File: src/rtl/nasti_lite_mem_reader.sv
// NASTI-lite read slave: single-beat AR requests become word reads on a fixed-latency
// memory port; R beats return in acceptance order through a small response FIFO.
module nasti_lite_mem_reader #(
    parameter int ID_WIDTH   = 1,
    parameter int ADDR_WIDTH = 8,
    parameter int DATA_WIDTH = 32,
    parameter int USER_WIDTH = 1,
    parameter int MEM_SIZE   = 256,
    parameter int RD_LATENCY = 1,
    parameter int FIFO_DEPTH = 2
) (
    input  logic                                          clk,
    input  logic                                          rstn,
    input  logic [ID_WIDTH-1:0]                           lite_ar_id,
    input  logic [ADDR_WIDTH-1:0]                         lite_ar_addr,
    input  logic [2:0]                                    lite_ar_prot,
    input  logic [3:0]                                    lite_ar_qos,
    input  logic [3:0]                                    lite_ar_region,
    input  logic [USER_WIDTH-1:0]                         lite_ar_user,
    input  logic                                          lite_ar_valid,
    output logic                                          lite_ar_ready,
    output logic [ID_WIDTH-1:0]                           lite_r_id,
    output logic [DATA_WIDTH-1:0]                         lite_r_data,
    output logic [1:0]                                    lite_r_resp,
    output logic [USER_WIDTH-1:0]                         lite_r_user,
    output logic                                          lite_r_valid,
    input  logic                                          lite_r_ready,
    output logic                                          mem_req,
    output logic [ADDR_WIDTH-$clog2(DATA_WIDTH/8)-1:0]    mem_addr,
    input  logic [DATA_WIDTH-1:0]                         mem_rdata,
    input  logic                                          mem_err
);

    localparam int WSHIFT = $clog2(DATA_WIDTH / 8);
    localparam int CW     = $clog2(FIFO_DEPTH + 1);
    localparam int PW     = (FIFO_DEPTH > 1) ? $clog2(FIFO_DEPTH) : 1;
    localparam logic [CW-1:0] DEPTH_C  = CW'(FIFO_DEPTH);
    localparam logic [PW-1:0] LAST_PTR = PW'(FIFO_DEPTH - 1);

    if (!(DATA_WIDTH == 32 || DATA_WIDTH == 64)) begin : g_bad_data_width
        $fatal(1, "nasti_lite_mem_reader: DATA_WIDTH must be 32 or 64");
    end
    if (USER_WIDTH < 1 || RD_LATENCY < 1 || FIFO_DEPTH < 1) begin : g_bad_sizes
        $fatal(1, "nasti_lite_mem_reader: USER_WIDTH, RD_LATENCY, FIFO_DEPTH must be >= 1");
    end
    if (MEM_SIZE < 1 || (MEM_SIZE & (MEM_SIZE - 1)) != 0
        || 64'(MEM_SIZE) > (64'd1 << ADDR_WIDTH)) begin : g_bad_mem_size
        $fatal(1, "nasti_lite_mem_reader: MEM_SIZE must be a power of two <= 2**ADDR_WIDTH");
    end

    logic [CW-1:0] outst_q, outst_d, count_q, count_d;
    logic [PW-1:0] wr_ptr_q, wr_ptr_d, rd_ptr_q, rd_ptr_d;
    logic          accept, in_range, push, pop;

    logic [RD_LATENCY-1:0]                 pipe_valid_q, pipe_valid_d;
    logic [RD_LATENCY-1:0]                 pipe_decerr_q, pipe_decerr_d;
    logic [RD_LATENCY-1:0][ID_WIDTH-1:0]   pipe_id_q, pipe_id_d;
    logic [RD_LATENCY-1:0][USER_WIDTH-1:0] pipe_user_q, pipe_user_d;

    logic [ID_WIDTH-1:0]   push_id;
    logic [USER_WIDTH-1:0] push_user;
    logic [DATA_WIDTH-1:0] push_data;
    logic [1:0]            push_resp;

    logic [ID_WIDTH-1:0]   fifo_id_q   [FIFO_DEPTH];
    logic [USER_WIDTH-1:0] fifo_user_q [FIFO_DEPTH];
    logic [DATA_WIDTH-1:0] fifo_data_q [FIFO_DEPTH];
    logic [1:0]            fifo_resp_q [FIFO_DEPTH];

    logic unused_ok;
    assign unused_ok = ^{lite_ar_prot, lite_ar_qos, lite_ar_region};

    function automatic logic [PW-1:0] ptr_inc(input logic [PW-1:0] p);
        return (p == LAST_PTR) ? '0 : p + PW'(1);
    endfunction

    // Handshakes and bookkeeping; ready depends only on the registered outstanding count.
    always_comb begin
        lite_ar_ready = rstn && (outst_q < DEPTH_C);
        lite_r_valid  = rstn && (count_q != '0);
        lite_r_id     = fifo_id_q[rd_ptr_q];
        lite_r_user   = fifo_user_q[rd_ptr_q];
        lite_r_data   = fifo_data_q[rd_ptr_q];
        lite_r_resp   = fifo_resp_q[rd_ptr_q];

        in_range = 64'(lite_ar_addr) < 64'(MEM_SIZE);
        accept   = lite_ar_valid && lite_ar_ready;
        pop      = lite_r_valid && lite_r_ready;
        push     = pipe_valid_q[RD_LATENCY-1];
        mem_req  = accept && in_range;
        mem_addr = lite_ar_addr[ADDR_WIDTH-1:WSHIFT];

        outst_d  = outst_q + CW'(accept) - CW'(pop);
        count_d  = count_q + CW'(push) - CW'(pop);
        wr_ptr_d = push ? ptr_inc(wr_ptr_q) : wr_ptr_q;
        rd_ptr_d = pop ? ptr_inc(rd_ptr_q) : rd_ptr_q;
    end

    // Side pipeline tracks each read until its memory data arrives.
    always_comb begin
        pipe_valid_d     = pipe_valid_q;
        pipe_decerr_d    = pipe_decerr_q;
        pipe_id_d        = pipe_id_q;
        pipe_user_d      = pipe_user_q;
        pipe_valid_d[0]  = accept;
        pipe_decerr_d[0] = !in_range;
        pipe_id_d[0]     = lite_ar_id;
        pipe_user_d[0]   = lite_ar_user;
        for (int i = 1; i < RD_LATENCY; i++) begin
            pipe_valid_d[i]  = pipe_valid_q[i-1];
            pipe_decerr_d[i] = pipe_decerr_q[i-1];
            pipe_id_d[i]     = pipe_id_q[i-1];
            pipe_user_d[i]   = pipe_user_q[i-1];
        end
    end

    always_comb begin
        push_id   = pipe_id_q[RD_LATENCY-1];
        push_user = pipe_user_q[RD_LATENCY-1];
        if (pipe_decerr_q[RD_LATENCY-1]) begin
            push_data = '0;
            push_resp = 2'b11;
        end else begin
            push_data = mem_rdata;
            push_resp = mem_err ? 2'b10 : 2'b00;
        end
    end

    always_ff @(posedge clk) begin
        if (!rstn) begin
            outst_q       <= '0;
            count_q       <= '0;
            wr_ptr_q      <= '0;
            rd_ptr_q      <= '0;
            pipe_valid_q  <= '0;
            pipe_decerr_q <= '0;
            pipe_id_q     <= '0;
            pipe_user_q   <= '0;
        end else begin
            outst_q       <= outst_d;
            count_q       <= count_d;
            wr_ptr_q      <= wr_ptr_d;
            rd_ptr_q      <= rd_ptr_d;
            pipe_valid_q  <= pipe_valid_d;
            pipe_decerr_q <= pipe_decerr_d;
            pipe_id_q     <= pipe_id_d;
            pipe_user_q   <= pipe_user_d;
        end
    end

    // Push never finds the FIFO full: outst caps total in flight at FIFO_DEPTH.
    always_ff @(posedge clk) begin
        if (!rstn) begin
            for (int i = 0; i < FIFO_DEPTH; i++) begin
                fifo_id_q[i]   <= '0;
                fifo_user_q[i] <= '0;
                fifo_data_q[i] <= '0;
                fifo_resp_q[i] <= '0;
            end
        end else if (push) begin
            fifo_id_q[wr_ptr_q]   <= push_id;
            fifo_user_q[wr_ptr_q] <= push_user;
            fifo_data_q[wr_ptr_q] <= push_data;
            fifo_resp_q[wr_ptr_q] <= push_resp;
        end
    end

endmodule

File: config.mk
export PLATFORM = sky130hd
export DESIGN_NAME = nasti_lite_mem_reader
export DESIGN_NICKNAME = d
export VERILOG_FILES = /design/src/rtl/nasti_lite_mem_reader.sv
export SDC_FILE = /design/constraint.sdc
export NUM_CORES = 1
export LEC_CHECK = 0
export ABC_AREA = 0
export CAP_MARGIN = 15
export CORE_ASPECT_RATIO = 0.7
export CORE_MARGIN = 4
export CORE_UTILIZATION = 43
export DETAILED_ROUTE_END_ITERATION = 10
export PLACE_DENSITY = 0.79
export SLEW_MARGIN = 0
export SYNTH_ARGS = -nofsm -noshare
export SYNTH_HDL_FRONTEND = slang
export SYNTH_SLANG_ARGS = --single-unit
File: constraint.sdc
create_clock -name clk -period 1.8 [get_ports clk]
set_input_delay 0.27 -clock clk [delete_from_list [all_inputs] [get_ports clk]]
set_output_delay 0.27 -clock clk [all_outputs]
set_load 0.005 [all_outputs]
=== Word level (Yosys, flattened, before mapping) ===
Memory sizes are Yosys's and may differ from the RTL's. A register that Yosys moved wholly into a read port is not among the register bits.
Index checks and enable logic that the tools add are counted.
W data, S select, Z words.

* Word-level logic and storage cells: 54
* Bits of input ports: 58
* Output and inout port bits: 45
* Memories kept: 4
* RAM bits: 72
* Register bits: 9

{| class="wikitable"
|+ Memory list
! memory !! words !! bits a word !! rd ports !! clocked after memory_dff !! write ports !! line !! RTL
|-
| fifo_data_q || 2 || 32 || 1 || 1 || 2 || 67 || <nowiki>logic [DATA_WIDTH-1:0] fifo_data_q [FIFO_DEPTH];</nowiki>
|-
| fifo_resp_q || 2 || 2 || 1 || 1 || 2 || 68 || <nowiki>logic [1:0] fifo_resp_q [FIFO_DEPTH];</nowiki>
|-
| fifo_id_q || 2 || 1 || 1 || 1 || 2 || 65 || <nowiki>logic [ID_WIDTH-1:0] fifo_id_q [FIFO_DEPTH];</nowiki>
|-
| fifo_user_q || 2 || 1 || 1 || 1 || 2 || 66 || <nowiki>logic [USER_WIDTH-1:0] fifo_user_q [FIFO_DEPTH];</nowiki>
|}

* Reduce and logical (&&, ||, !) cells: 9
* $add $sub $neg: 6
* Mux-type cells: 27
* Magnitude comparators: 1

{| class="wikitable"
|+ Operators with widths
! operator !! count
|-
| $mux W32 || 1
|-
| $reduce_or A32 Y1 || 1
|-
| $mux W1 || 24
|-
| $add A2 B1 Y2 || 2
|-
| $logic_and A1 B1 Y1 || 4
|-
| $mux W2 || 2
|-
| $sub A2 B1 Y2 || 2
|-
| $add A1 B1 Y1 const B || 2
|-
| $lt A2 B2 Y1 const B || 1
|-
| $reduce_bool A2 Y1 || 1
|-
| $reduce_or A1 Y1 || 2
|-
| $reduce_or A2 Y1 || 1
|}

=== Depth between registers and ports, before layout ===
* Word-level depth: 5
* Gate-level depth with buffers: 8
* Gate-level depth less buffers: 8

=== Least setup slack after synthesis ===
OpenSTA, ideal clock, no wires.

* Path kind: register -> register
* Start: register wr_ptr_q
* End: memory fifo_data_q[0][0] (enable)
* Data required time: 1.410 ns
* Cell stages (with the launch flop): 5
* Slack: -0.055 ns
* Data arrival time: 1.465 ns
* Path buffers: 2
* Setup time: 0.390 ns
* Period minus slack after synthesis: 1.855 ns
* Path through: dfxtp_1 nand2b_1 buf_6 buf_6 nand2_1

{| class="wikitable"
|+ RTL lines
! what !! line !! RTL
|-
| from (decl) || 52 || <nowiki>logic [PW-1:0] wr_ptr_q, wr_ptr_d, rd_ptr_q, rd_ptr_d;</nowiki>
|-
| from (signal assigned) || 142 || <nowiki>wr_ptr_q <= wr_ptr_d;</nowiki>
|-
| to (decl) || 67 ||
|}

==> metrics <==
CTS tree=done; Fmax=546 MHz; TNS Setup=-0.287 ns; Reg clk slew, reported paths=0.06 ns; die width=116 um; DR pass1 iterations=4; Critical Path AT=1.56 ns; Pleak=1.85 nW; Clock Sinks=80; routed vias=2288; crit start category=register; CORE AREA=7910 sq um; Via density=4.90; Clk Tree Root Cell=clkbuf_16; std cell rows=27; Yosys reg bits=80; worst skew pair latency=0.33 ns; GR Util met1=20.7%; Max Slew Vio Count=0; final clock skew=0.00432 ns; M2 GR Usage=26.2%; vias in the first global route=2405; max cap viols=0; routed len/inst=15.8 um; gr busiest metal=met2; Primary FF master, synth=edfxtp_1; RSZ-0062 raised after global routing=true; Starting Density=44.3%; Area growth syn-to-layout=33.3%; Multi-input gate area=1100 sq um; GRT Residual Overflow=0; final worst path period need=1.83 ns; Residual DRC=0; adder-cell share of the synthesized area=1.43%; register area=2270 sq um; IO Pins=103; synth warn=0; Final Power=4.85 mW; CTS Buffer Depth=2; remaining antenna violation count=0; largest family of logic cells by synthesized area=simple AND/OR/NAND/NOR gates; flop2flop setup slack=0.09 ns; synthesized net count=343; Post-synth EDFFs=66; WL final=7400 um; Antenna Cells=0; Power per Cell Area=1040 nW/um^2; drt initial violations=122; register area share after synthesis=64.5%; initial antenna violation count=0; status=complete, but fails checks; Synth Cell Area=3500 sq um; NumNets Final=423; Global Route met3 Usage=5.14%; DIE AREA=9680 sq um; failing checks=setup timing; Mean Syn Cell Area=12.5 sq um; worst ir drop on vdd=0.402 mV; Critical Path Fanout Max=9; CP required=1.53 ns; Post-Syn Instances=281; asr flop ratio synth=0%; first-pass GRT wire length=12000 um; final setup margin=-0.0306 ns; CTS Buf Count=9; Final HPWL DP=4910 um; xor/xnor cell area share of the yosys netlist=1.25%; layout cells sized above 1=22.1%; Synth Area in Compound Gates=1.00%; global-route usage over all layers=16.1%; H-tree levels=3; Filler Cells Inserted=653; Worst Setup Path Type=reg -> out; crit share post-route=102%; worst hold path class=in -> reg; die height=83.5 um; CP Capture Type=primary output; gpl congestion=0.749; IO Port Bufs=76; largest net degree at the start of global routing=36; final hold viol count=0; Final setup viols=17; Synth Area in Simple Gates=14.3%; multiplexer area fraction after synthesis=11.8%; Cell variety after synth=22
-- stage by stage --
step	hold WS [ns]	worst slack [ns]	area [sq um]	std cells	utilization, %
2_1_floorplan	0.392	0.0131	3510	281	-
3_3_place_gp	0.449	-0.0421	4330	447	54.8
3_5_place_dp	0.463	-0.113	4330	447	54.8
4_1_cts	0.391	-0.0473	4680	467	59.2
5_1_grt	0.424	-0.0918	4670	467	59.1
6_report	0.414	-0.0306	4670	467	59.1
-- worst paths after layout --
kind,startpoint,to,cells after the start
worst max-delay path,register,lite_r_id,4
worst min-delay path,rstn,pipe_valid_q,3
worst min register to register,fifo_id_q[1],fifo_id_q[1],2
worst max register to register,count_q[0],count_q[1],8
-- state kept, by name, indices dropped and copies added (netlist names), 2 cells and up, named ones only --
| name | flops |
|---|---|
| fifo_data_q | 64 |
| fifo_user_q | 2 |
| fifo_id_q | 2 |
| fifo_resp_q | 2 |
| count_q | 2 |
| outst_q | 2 |
-- critical path: stages (launching register included) --
cell	delay, ns
dfxtp_4	0.37
buf_4	0.13
buf_16	0.13
mux2_2	0.34
dlygate4sd2_1	0.26
-- report_power, final --
group,switching (mW),internal [mW]
Clock,0.663,0.925
Sequential,0.0595,2.16
Combinational,0.416,0.618
Total,1.14,3.71
-- layer usage --
metal	vias up	wire [um]
met5	-	0
met4	0	58
met3	11	553
met2	79	3560
met1	1102	3230
li1	1096	-
-- synthesized netlist by cell type (4+ instances only) --
cell type  number  area [sq um]
edfxtp_1       66          1980
dfxtp_1        14           280
xnor2_1         5          43.8
buf_4           9          67.6
and2_1         11          68.8
inv_1           4          15.0
mux2_2         35           394
nand2_1        38           143
buf_6           7          78.8
ha_1            4          50.1
buf_2           6          30.0
nor2_1         66           248
-- layout by cell type, fill, tap and decap left out, types with 3 or more instances in the layout --
cell and n:
a21boi_0 3, and2_1 10, buf_12 3, buf_4 11, clkbuf_1 3, clkbuf_16 9
clkbuf_2 7, clkdlybuf4s15_1 11, clkdlybuf4s50_1 40, dfxtp_1 12, dlygate4sd2_1 17, edfxtp_1 66
ha_1 3, inv_1 4, mux2_2 26, mux2_4 9, nand2_1 36, nand2_2 3
nor2_1 66, xnor2_1 4
-- what timing repair did --
action | in CTS | in global routing
endpoints found under the setup margin | 36 | 35
gates resized for setup | 57 | 19
cloned | 2 | 0
hold buffers | 0 | 0
buffers inserted | 2 | 0
endpoints found under the hold margin | 0 | 0
-- final cells by class --
type | instances | area share (%)
multi-input cells | 174 | 23.6
inverters | 4 | 0.321
flip-flops and latches | 80 | 48.5
clock buffers | 12 | 5.06
clock inverters | 4 | 0.455
well taps | 101 | 2.70
repair buffers | 92 | 19.3
-- cell families (layout without fill, tap and decap cells) --
group | count (synthesis) | after routing
simple gates | 122 | 122
fa+ha+maj | 4 | 4
other cells | 1 | 1
flops | 80 | 80
buf+inv | 27 | 112
mux | 37 | 37
xor+xnor | 5 | 5
compound gates | 5 | 5
(Power assumes the default switching activity.)
